`src/rtl/gps_sample_packer_pkg.sv`:
```
// Shared definitions for the GPS sample bridge: nibble bit order,
// default FIFO depth and the packer state encoding.
`timescale 1ns/1ps
package gps_bridge_pkg;

    // Bit positions of each sample bit inside a packed nibble
    localparam int NIB_I1 = 3;
    localparam int NIB_I0 = 2;
    localparam int NIB_Q1 = 1;
    localparam int NIB_Q0 = 0;

    localparam int DEFAULT_FIFO_DEPTH = 16;

    typedef enum logic {
        EMPTY = 1'b0,
        HALF  = 1'b1
    } pack_state_t;

    function automatic logic [3:0] make_nibble(input logic i1, input logic i0,
                                               input logic q1, input logic q0);
        logic [3:0] n;
        n         = '0;
        n[NIB_I1] = i1;
        n[NIB_I0] = i0;
        n[NIB_Q1] = q1;
        n[NIB_Q0] = q0;
        return n;
    endfunction

endpackage

```
`src/rtl/gps_sample_packer_if.sv`:
```
// Sample input, byte stream output and status signals of the packer.
// The master side is the environment, the slave side is the packer.
`timescale 1ns/1ps
interface gps_sample_packer_if #(
    parameter int FIFO_DEPTH = gps_bridge_pkg::DEFAULT_FIFO_DEPTH
);
    localparam int LVL_W = $clog2(FIFO_DEPTH) + 1;

    logic             DATAREADY;
    logic             GPS_I0;
    logic             GPS_I1;
    logic             GPS_Q0;
    logic             GPS_Q1;
    logic [7:0]       BYTE_DATA;
    logic             BYTE_VALID;
    logic             BYTE_READY;
    logic             OVERFLOW;
    logic             CLEAR_OVF;
    logic [LVL_W-1:0] FILL_LEVEL;

    modport master (
        output DATAREADY, GPS_I0, GPS_I1, GPS_Q0, GPS_Q1, BYTE_READY, CLEAR_OVF,
        input  BYTE_DATA, BYTE_VALID, OVERFLOW, FILL_LEVEL
    );

    modport slave (
        input  DATAREADY, GPS_I0, GPS_I1, GPS_Q0, GPS_Q1, BYTE_READY, CLEAR_OVF,
        output BYTE_DATA, BYTE_VALID, OVERFLOW, FILL_LEVEL
    );

endinterface

```
`src/rtl/gps_sample_packer_byte_fifo.sv`:
```
// Show-ahead byte FIFO. A push while full is only taken when a pop
// frees a slot in the same cycle; otherwise the caller sees o_full.
`timescale 1ns/1ps
module byte_fifo
    import gps_bridge_pkg::*;
#(
    parameter int DEPTH = DEFAULT_FIFO_DEPTH
) (
    input  logic                       i_clk,
    input  logic                       i_rst_n,
    input  logic                       i_push,
    input  logic                       i_pop,
    input  logic [7:0]                 i_data,
    output logic [7:0]                 o_data,
    output logic                       o_full,
    output logic                       o_empty,
    output logic [$clog2(DEPTH):0]     o_level
);
    localparam int PTR_W = $clog2(DEPTH);
    localparam int LVL_W = PTR_W + 1;

    logic [7:0]       r_mem [DEPTH];
    logic [PTR_W-1:0] r_wr_ptr;
    logic [PTR_W-1:0] r_rd_ptr;
    logic [LVL_W-1:0] r_level;
    logic             w_do_pop;
    logic             w_do_push;

    assign o_full    = (r_level == LVL_W'(DEPTH));
    assign o_empty   = (r_level == '0);
    assign o_level   = r_level;
    assign o_data    = r_mem[r_rd_ptr];
    assign w_do_pop  = i_pop & ~o_empty;
    assign w_do_push = i_push & (~o_full | w_do_pop);

    // Pointers wrap naturally at DEPTH (power of two); level tracks occupancy
    always_ff @(posedge i_clk or negedge i_rst_n) begin
        if (!i_rst_n) begin
            r_wr_ptr <= '0;
            r_rd_ptr <= '0;
            r_level  <= '0;
        end else begin
            if (w_do_push) r_wr_ptr <= r_wr_ptr + 1'b1;
            if (w_do_pop)  r_rd_ptr <= r_rd_ptr + 1'b1;
            case ({w_do_push, w_do_pop})
                2'b10:   r_level <= r_level + 1'b1;
                2'b01:   r_level <= r_level - 1'b1;
                default: r_level <= r_level;
            endcase
        end
    end

    // Storage is not reset; o_empty masks stale contents
    always_ff @(posedge i_clk) begin
        if (w_do_push) r_mem[r_wr_ptr] <= i_data;
    end

endmodule

```
`src/rtl/gps_sample_packer.sv`:
```
// Packs pairs of 4-bit GPS samples into bytes and queues them for an
// SPI serializer. A byte that finds the FIFO full is dropped and
// flagged in the sticky OVERFLOW bit.
`timescale 1ns/1ps
module gps_sample_packer
    import gps_bridge_pkg::*;
#(
    parameter int FIFO_DEPTH = DEFAULT_FIFO_DEPTH
) (
    input  logic                MCU_CLK_25_000,
    input  logic                RESET_N,
    gps_sample_packer_if.slave  bus
);
    pack_state_t r_state;
    pack_state_t w_state_nxt;
    logic [3:0]  r_nibble;
    logic [3:0]  w_nibble_nxt;
    logic [3:0]  w_cur;
    logic [7:0]  w_byte;
    logic        w_push;
    logic        w_pop;
    logic        w_full;
    logic        w_empty;
    logic        w_drop;
    logic        r_ovf;

    assign w_cur          = make_nibble(bus.GPS_I1, bus.GPS_I0, bus.GPS_Q1, bus.GPS_Q0);
    assign w_byte         = {r_nibble, w_cur};
    assign w_pop          = ~w_empty & bus.BYTE_READY;
    assign w_drop         = w_push & w_full & ~w_pop;
    assign bus.BYTE_VALID = ~w_empty;
    assign bus.OVERFLOW   = r_ovf;

    // Packer state and held upper nibble
    always_ff @(posedge MCU_CLK_25_000 or negedge RESET_N) begin
        if (!RESET_N) begin
            r_state  <= EMPTY;
            r_nibble <= '0;
        end else begin
            r_state  <= w_state_nxt;
            r_nibble <= w_nibble_nxt;
        end
    end

    // Next-state: first strobe holds the nibble, second completes and pushes the byte
    always_comb begin
        w_state_nxt  = r_state;
        w_nibble_nxt = r_nibble;
        w_push       = 1'b0;
        if (bus.DATAREADY) begin
            case (r_state)
                EMPTY: begin
                    w_nibble_nxt = w_cur;
                    w_state_nxt  = HALF;
                end
                HALF: begin
                    w_push      = 1'b1;
                    w_state_nxt = EMPTY;
                end
                default: w_state_nxt = EMPTY;
            endcase
        end
    end

    // Sticky overflow; a drop in the same cycle as a clear keeps it set
    always_ff @(posedge MCU_CLK_25_000 or negedge RESET_N) begin
        if (!RESET_N)          r_ovf <= 1'b0;
        else if (w_drop)       r_ovf <= 1'b1;
        else if (bus.CLEAR_OVF) r_ovf <= 1'b0;
    end

    byte_fifo #(
        .DEPTH (FIFO_DEPTH)
    ) u_fifo (
        .i_clk   (MCU_CLK_25_000),
        .i_rst_n (RESET_N),
        .i_push  (w_push),
        .i_pop   (w_pop),
        .i_data  (w_byte),
        .o_data  (bus.BYTE_DATA),
        .o_full  (w_full),
        .o_empty (w_empty),
        .o_level (bus.FILL_LEVEL)
    );

endmodule

```
`src/flat_wrapper.sv`:
```
// flat-port wrapper written by rule: the top's interface ports become plain ports
module gps_sample_packer_flat import gps_bridge_pkg::*;
#(
    parameter int FIFO_DEPTH = DEFAULT_FIFO_DEPTH
)
  (MCU_CLK_25_000, RESET_N, bus_DATAREADY, bus_GPS_I0, bus_GPS_I1, bus_GPS_Q0, bus_GPS_Q1, bus_BYTE_READY, bus_CLEAR_OVF, bus_BYTE_DATA, bus_BYTE_VALID, bus_OVERFLOW, bus_FILL_LEVEL);
  gps_sample_packer_if #(.FIFO_DEPTH(FIFO_DEPTH)) bus_i ();
  input  logic MCU_CLK_25_000;
  input  logic RESET_N;
  input wire logic [$bits(bus_i.DATAREADY)-1:0] bus_DATAREADY;
  input wire logic [$bits(bus_i.GPS_I0)-1:0] bus_GPS_I0;
  input wire logic [$bits(bus_i.GPS_I1)-1:0] bus_GPS_I1;
  input wire logic [$bits(bus_i.GPS_Q0)-1:0] bus_GPS_Q0;
  input wire logic [$bits(bus_i.GPS_Q1)-1:0] bus_GPS_Q1;
  input wire logic [$bits(bus_i.BYTE_READY)-1:0] bus_BYTE_READY;
  input wire logic [$bits(bus_i.CLEAR_OVF)-1:0] bus_CLEAR_OVF;
  output wire logic [$bits(bus_i.BYTE_DATA)-1:0] bus_BYTE_DATA;
  output wire logic [$bits(bus_i.BYTE_VALID)-1:0] bus_BYTE_VALID;
  output wire logic [$bits(bus_i.OVERFLOW)-1:0] bus_OVERFLOW;
  output wire logic [$bits(bus_i.FILL_LEVEL)-1:0] bus_FILL_LEVEL;
  assign bus_i.DATAREADY = bus_DATAREADY;
  assign bus_i.GPS_I0 = bus_GPS_I0;
  assign bus_i.GPS_I1 = bus_GPS_I1;
  assign bus_i.GPS_Q0 = bus_GPS_Q0;
  assign bus_i.GPS_Q1 = bus_GPS_Q1;
  assign bus_i.BYTE_READY = bus_BYTE_READY;
  assign bus_i.CLEAR_OVF = bus_CLEAR_OVF;
  assign bus_BYTE_DATA = bus_i.BYTE_DATA;
  assign bus_BYTE_VALID = bus_i.BYTE_VALID;
  assign bus_OVERFLOW = bus_i.OVERFLOW;
  assign bus_FILL_LEVEL = bus_i.FILL_LEVEL;
  gps_sample_packer #(.FIFO_DEPTH(FIFO_DEPTH)) u_core (.MCU_CLK_25_000(MCU_CLK_25_000), .RESET_N(RESET_N), .bus(bus_i));
endmodule
```
`config.mk`:
```
export PLATFORM = sky130hd
export DESIGN_NAME = gps_sample_packer_flat
export DESIGN_NICKNAME = d
export VERILOG_FILES = /design/src/rtl/gps_sample_packer_pkg.sv /design/src/rtl/gps_sample_packer_if.sv /design/src/rtl/gps_sample_packer_byte_fifo.sv /design/src/rtl/gps_sample_packer.sv /design/src/flat_wrapper.sv
export SDC_FILE = /design/constraint.sdc
export NUM_CORES = 1
export LEC_CHECK = 0
export ABC_AREA = 1
export ABC_CLOCK_PERIOD_IN_PS = 3500
export CORE_UTILIZATION = 35
export CTS_BUF_LIST = sky130_fd_sc_hd__clkbuf_8
export DETAILED_ROUTE_END_ITERATION = 10
export SLEW_MARGIN = 25
export SYNTH_ARGS = -nofsm -noshare
export SYNTH_HDL_FRONTEND = slang
export SYNTH_SLANG_ARGS = --single-unit
```
`constraint.sdc`:
```
create_clock -name MCU_CLK_25_000 -period 3.5 [get_ports MCU_CLK_25_000]
set_clock_uncertainty 0.1 [all_clocks]
set_input_delay 0.35 -clock MCU_CLK_25_000 [delete_from_list [all_inputs] [get_ports MCU_CLK_25_000]]
set_output_delay 0.35 -clock MCU_CLK_25_000 [all_outputs]
set_load 0.02 [all_outputs]
```
==> reports/qor.yml, run 1 <==
slew_headroom_pct: 49.4
grt_pass1_vias: 3780
areaGrowthSynthToFinish_pct: 14.6
vias_per_cell: 5.08
crit_arrival_ns: 2.75
maxSlewViolCount: 0
ys_top_cells_by_area: "edfxtp_1, dfrtp_1, nor2_1, mux2i_1, o221ai_1"
status: "completed"
routabilityCongestion: 0.828
synth_area_per_cell_um2: 13.2
synthFlopType: "edfxtp_1"
leakagePower_nw: 2.50
final_hold_viol_count: 0
worstRegToRegCells: 6
async_flop_share_pct: 12.9
grt_pass1_wl_um: 20600
wl_per_cell_um: 17.6
die_w_um: 134
met1_length_um: 5670
synth_cell_type_count: 28
antenna_found_initial: 0
hold_class: "in2async"
critical_path_class: "reg2out"
fmax_mhz: 312
power.switching_mw: 2.05
core_area_um2: 17200
synth_nets: 480
finalCritPeriodShare_pct: 91.5
drv_cap: 0
synth_top_area_share_pct: 62.7
combPwrFrac_pct: 35.2
fp.dieH_um: 134
grt_use_total_pct: 15.6
worst_pin_slew_ns: 0.756
gr-total-overflow: 0
start_util_pct: 35.7
drive_above_1_share_pct: 12.6
cts.clk_slew.worst_paths_ns: 0.08
cts_tree: "built"
hold_ws_ns: 0.301
layout_min_cycle_time_ns: 3.20
dp_hpwl_um: 8490
crit_required_ns: 3.05
syn_area_um2: 6130
num_rows: 48
drtIter0Drc: 349
ctsLongestPathBuffers: 2
fin_setup_tns_ns: 0
swShare_pct: 37.5
ys_warn_count: 0
postCtsSetupRepairBufs: 0
yosys.area.top_type: "edfxtp_1"
final_cell_mix: "edfxtp_1, nor2_1, nand2_1"
diodes: 0
first_pass_iters: 5
rsz0062_at_grt: "false"
yosysSeqAreaShare_pct: 70.4
cts.sinks: 147
cp-start-kind: "flop"
port_buffers: 23
synth_seq_cells: 147
p_per_area_nw_per_um2: 779
cts_buffers: 17
path_max_fanout: 24
htreeDepth: 4
total_power_mw: 5.48
grt_max_degree: 31
synth-edff-count: 128
wl_met2_um: 6490
ir_drop_uv: 409
intPower_mw: 3.42
end_kind: "primary output"
fin_cells: 742
io_pins: 24
finalSetupViolCount: 0
cts_root_buf: "clkbuf_8"
routed.top_layer: "met4"
sequentialPowerShare_pct: 43.3
syn-instance-count: 464
place_inst: 709
post-route-drc-count: 0
nets: 520
vias: 3772
wl_met3_um: 708
ant_nets: 0
clk_latency_ns: 0.43
drt-total-wl_um: 13100
cts_resized: 0
fp.dieArea_um2: 18100
layout_commonest_cell: "edfxtp_1"
pwr-share-clk_pct: 21.5
state kept, by name (all words and copies together), names as in the netlist:
| name | flops |
|---|---|
| u_core.bus.OVERFLOW | 1 |
| u_core.r_nibble | 4 |
| u_core.r_state | 1 |
| u_core.u_fifo.o_level | 5 |
| u_core.u_fifo.r_mem | 128 |
| u_core.u_fifo.r_rd_ptr | 4 |
| u_core.u_fifo.r_wr_ptr | 4 |
metal layers:
layer | vias up | global-route usage (%)
met5 | - | 0
met4 | 0 | 5.49
met3 | 18 | 3.82
met2 | 101 | 26.1
met1 | 1874 | 19.6
li1 | 1779 | -
critical path, cell delays in order, from the launching register on:
cell             delay (ns)
dfrtp_2                0.71
buf_4                  0.29
o21ai_0                0.12
o221ai_1               0.30
o211ai_1               0.18
nand2_1                0.11
clkdlybuf4s50_1        0.60
layout make-up:
class	count	area (um2)
clock buffers	17	234
flip-flops and latches	147	4320
inverters	28	105
well taps	225	282
fillers	1629	10100
clock inverters	15	116
multi-input cells	266	1590
repair buffers	44	385
metrics by stage:
step / utilization, % / setup slack (ns) / area, um2
after floorplan: - / 1.60 / 6130
after global placement: 38.9 / 0.863 / 6670
after detailed placement: 38.9 / 0.779 / 6670
after CTS: 40.9 / 0.294 / 7020
after global routing: 40.9 / 0.152 / 7030
final: 40.9 / 0.299 / 7030
power groups by stage:
stage,combinational [mW],sequential (mW),clock [mW]
floorplan,1.37,2.28,0
global placement,1.90,2.40,0
detailed placement,1.94,2.41,0
CTS,1.94,2.37,1.20
global route,2.13,2.41,1.27
finish,1.93,2.37,1.18
cell usage after synthesis, types with 7 or more instances:
cell,number
ha_1,7
nand2_1,41
o21ai_0,40
o221ai_1,23
mux2i_1,23
nand3_1,18
clkbuf_1,11
nor2_1,69
dfrtp_1,19
inv_1,24
xor2_1,8
edfxtp_1,128
kinds of logic after synthesis:
logic type,after synthesis,share of synthesized area (%)
DFF,147,70.4
AOI/OAI and AO/OA,79,8.55
adders and majority gates,7,1.43
muxes,27,4.49
xor gates and xnor gates,8,1.14
buffers and inverters,51,3.73
and+or+nand+nor,145,10.2
repair_timing:
item / 4_1_cts / 5_1_grt
hold endpoints to repair: 0 / 19
hold buffers: 0 / 1
endpoints found under the setup margin: 0 / 0
worst paths after layout:
check,from,to,slack (ns)
worst min register to register,u_core.r_state$_DFFE_PN0P_,u_core.r_state$_DFFE_PN0P_,0.41
worst max register to register,u_core.u_fifo.o_level[2]$_DFFE_PN0P_,u_core.u_fifo.r_mem[14][3]$_DFFE_PP_,1.34
min in group MCU_CLK_25_000,u_core.r_state$_DFFE_PN0P_,u_core.r_state$_DFFE_PN0P_,0.41
worst min-delay path,RESET_N,u_core.u_fifo.o_level[1]$_DFFE_PN0P_,0.30
max in group asynchronous,RESET_N,u_core.u_fifo.r_rd_ptr[1]$_DFFE_PN0P_,2.63
worst max-delay path,u_core.u_fifo.r_rd_ptr[0]$_DFFE_PN0P_,bus_BYTE_DATA[4],0.30
Power figures use the tool's default switching activity.
==> inputs of run 2 (changes only) <==
--- a/config.mk
+++ b/config.mk
@@ -10,7 +10,8 @@
 export CORE_UTILIZATION = 35
 export CTS_BUF_LIST = sky130_fd_sc_hd__clkbuf_8
 export DETAILED_ROUTE_END_ITERATION = 10
-export SLEW_MARGIN = 25
+export GPL_TIMING_DRIVEN = 0
+export RECOVER_POWER = 50
 export SYNTH_ARGS = -nofsm -noshare
 export SYNTH_HDL_FRONTEND = slang
 export SYNTH_SLANG_ARGS = --single-unit
==> run 2 against run 1 <==
Compared with the run above: sequential share of layout area fell by 0.14 points; clock power rose by 14%; global-route usage rose by 1.6 points; worst setup slack got worse by 0.071 ns; sequential power fell by 4%; non-clock buffer count rose by 2; power rose by 6.5%; wire length rose by 12%; cell count rose by 0.27%; flip-flop and latch count did not move; via count rose by 3.0%; cell area rose by 0.18%; critical endpoint is now bus_BYTE_DATA[1]; largest cell class unchanged.
==> reports/qor.yml, run 2 (synthesized netlist as in run 1, its figures left out) <==
status: "completed"
fp.dieArea_um2: 18100
cts_root_buf: "clkbuf_8"
cts.sinks: 147
layout_min_cycle_time_ns: 3.27
leakagePower_nw: 2.49
end_kind: "primary output"
fin_setup_tns_ns: 0
worstRegToRegCells: 6
fp.dieH_um: 134
post-route-drc-count: 0
grt_max_degree: 20
rsz0062_at_grt: "false"
nets: 522
fmax_mhz: 306
top_register: "u_core.u_fifo.r_mem"
num_rows: 48
vias_per_cell: 5.22
grt_pass1_vias: 3820
routabilityCongestion: 0.794
cp_slowest_cell: "clkdlybuf4s50_1"
maxSlewViolCount: 0
areaGrowthSynthToFinish_pct: 14.8
cts_resized: 0
fillers: 1646
path_cells: "clkinv_1 -> clkbuf_1 -> nor2_1 -> nor3_1 -> o221ai_1 -> nand2_1 -> clkdlybuf4s50_1"
postCtsSetupRepairBufs: 0
crit_arrival_ns: 2.82
ctsLongestPathBuffers: 2
io_pins: 24
crit_required_ns: 3.05
vias: 3885
hold_class: "in2reg"
drt-total-wl_um: 14600
port_buffers: 23
dp_hpwl_um: 9530
ir_drop_uv: 457
diodes: 0
final_hold_viol_count: 0
htreeDepth: 4
final_cell_mix: "edfxtp_1, nor2_1, nand2_1"
drtIter0Drc: 391
path_max_fanout: 10
cp-start-kind: "flop"
cts_tree: "built"
fin_util_pct: 41.0
clk_latency_ns: 0.44
worst_pin_slew_ns: 0.968
core_area_um2: 17200
finalCritPeriodShare_pct: 93.5
cts_buffers: 17
drive_above_1_share_pct: 10.4
ctsHoldBuffers: 0
slew_headroom_pct: 35.3
finalSetupViolCount: 0
hold_depth: 2
p_per_area_nw_per_um2: 828
antenna_found_initial: 0
ant_nets: 0
drv_cap: 0
cts.clk_slew.worst_paths_ns: 0.08
first_pass_iters: 5
largest_register_ffs: 128
start_util_pct: 35.7
die_w_um: 134
gr-total-overflow: 0
wl_per_cell_um: 19.7
layout_commonest_cell: "edfxtp_1"
critical_path_class: "reg2out"
grt_pass1_wl_um: 22300
grt_use_total_pct: 17.1
slowest_delay_ns: 0.61
## run 2: changes by cell type in the layout (fill, tap and decap cells not counted), sizes merged
cell	previous run	this run
clkdlybuf4s50	22	17
inv	29	26
buf	21	12
clkinv	10	12
clkbuf	17	28
dlygate4sd3	1	6
bufinv	1	3
clkinvlp	3	2
## run 2: layer usage
metal	part of all wire, %	track usage (%)
met5	0	0
met2	48	28.1
met3	6.5	3.33
met1	44	22.8
met4	1.4	5.68
## run 2: layout make-up
cell class | count | area [um2] | share of cell area [%]
buffer | 23 | 124 | 1.76
tap | 225 | 282 | 4.00
clock inverter | 15 | 165 | 2.35
clock buffer | 17 | 234 | 3.32
inverter | 28 | 105 | 1.49
sequential | 147 | 4320 | 61.3
timing repair buffer | 23 | 230 | 3.27
multi-input combinational | 266 | 1580 | 22.5
## run 2: path summary, 6_finish.rpt
kind                                                        from                                     to  slack (ns)
max                        u_core.u_fifo.r_rd_ptr[0]$_DFFE_PN0P_                       bus_BYTE_DATA[1]        0.23
min reg2reg                           u_core.r_state$_DFFE_PN0P_             u_core.r_state$_DFFE_PN0P_        0.41
max in group asynchronous                                RESET_N  u_core.u_fifo.r_wr_ptr[2]$_DFFE_PN0P_        2.34
min in group asynchronous                                RESET_N   u_core.u_fifo.o_level[4]$_DFFE_PN0P_        0.39
max reg2reg                 u_core.u_fifo.o_level[0]$_DFFE_PN0P_    u_core.u_fifo.r_mem[4][1]$_DFFE_PP_        1.09
min                                                bus_CLEAR_OVF        u_core.bus.OVERFLOW$_DFFE_PN0P_        0.38
## run 2: worst max-delay path, delay by kind of cell (launching register included)
family | cells | cell delay [ns]
compound gates | 1 | 0.26
buf+inv | 3 | 1.22
simple gates | 3 | 0.49
flops | 1 | 0.41
## run 2: metrics by stage
step | setup slack [ns] | instances | hold WS, ns | total power, mW | instance area, um2
6_report | 0.227 | 744 | 0.383 | 5.83 | 7040
5_1_grt | 0.143 | 744 | 0.403 | 6.12 | 7040
4_1_cts | 0.229 | 744 | 0.325 | 5.85 | 7040
3_5_place_dp | 0.648 | 712 | 0.392 | 4.52 | 6650
3_3_place_gp | 0.706 | 712 | 0.382 | 4.48 | 6650
2_1_floorplan | 1.60 | 464 | -0.0456 | 3.66 | 6130
## run 2: where the power goes
part	switching, mW	leakage, nW	internal [mW]
Combinational	1.42	0.910	0.794
Clock	0.648	0.196	0.697
Sequential	0.166	1.38	2.11
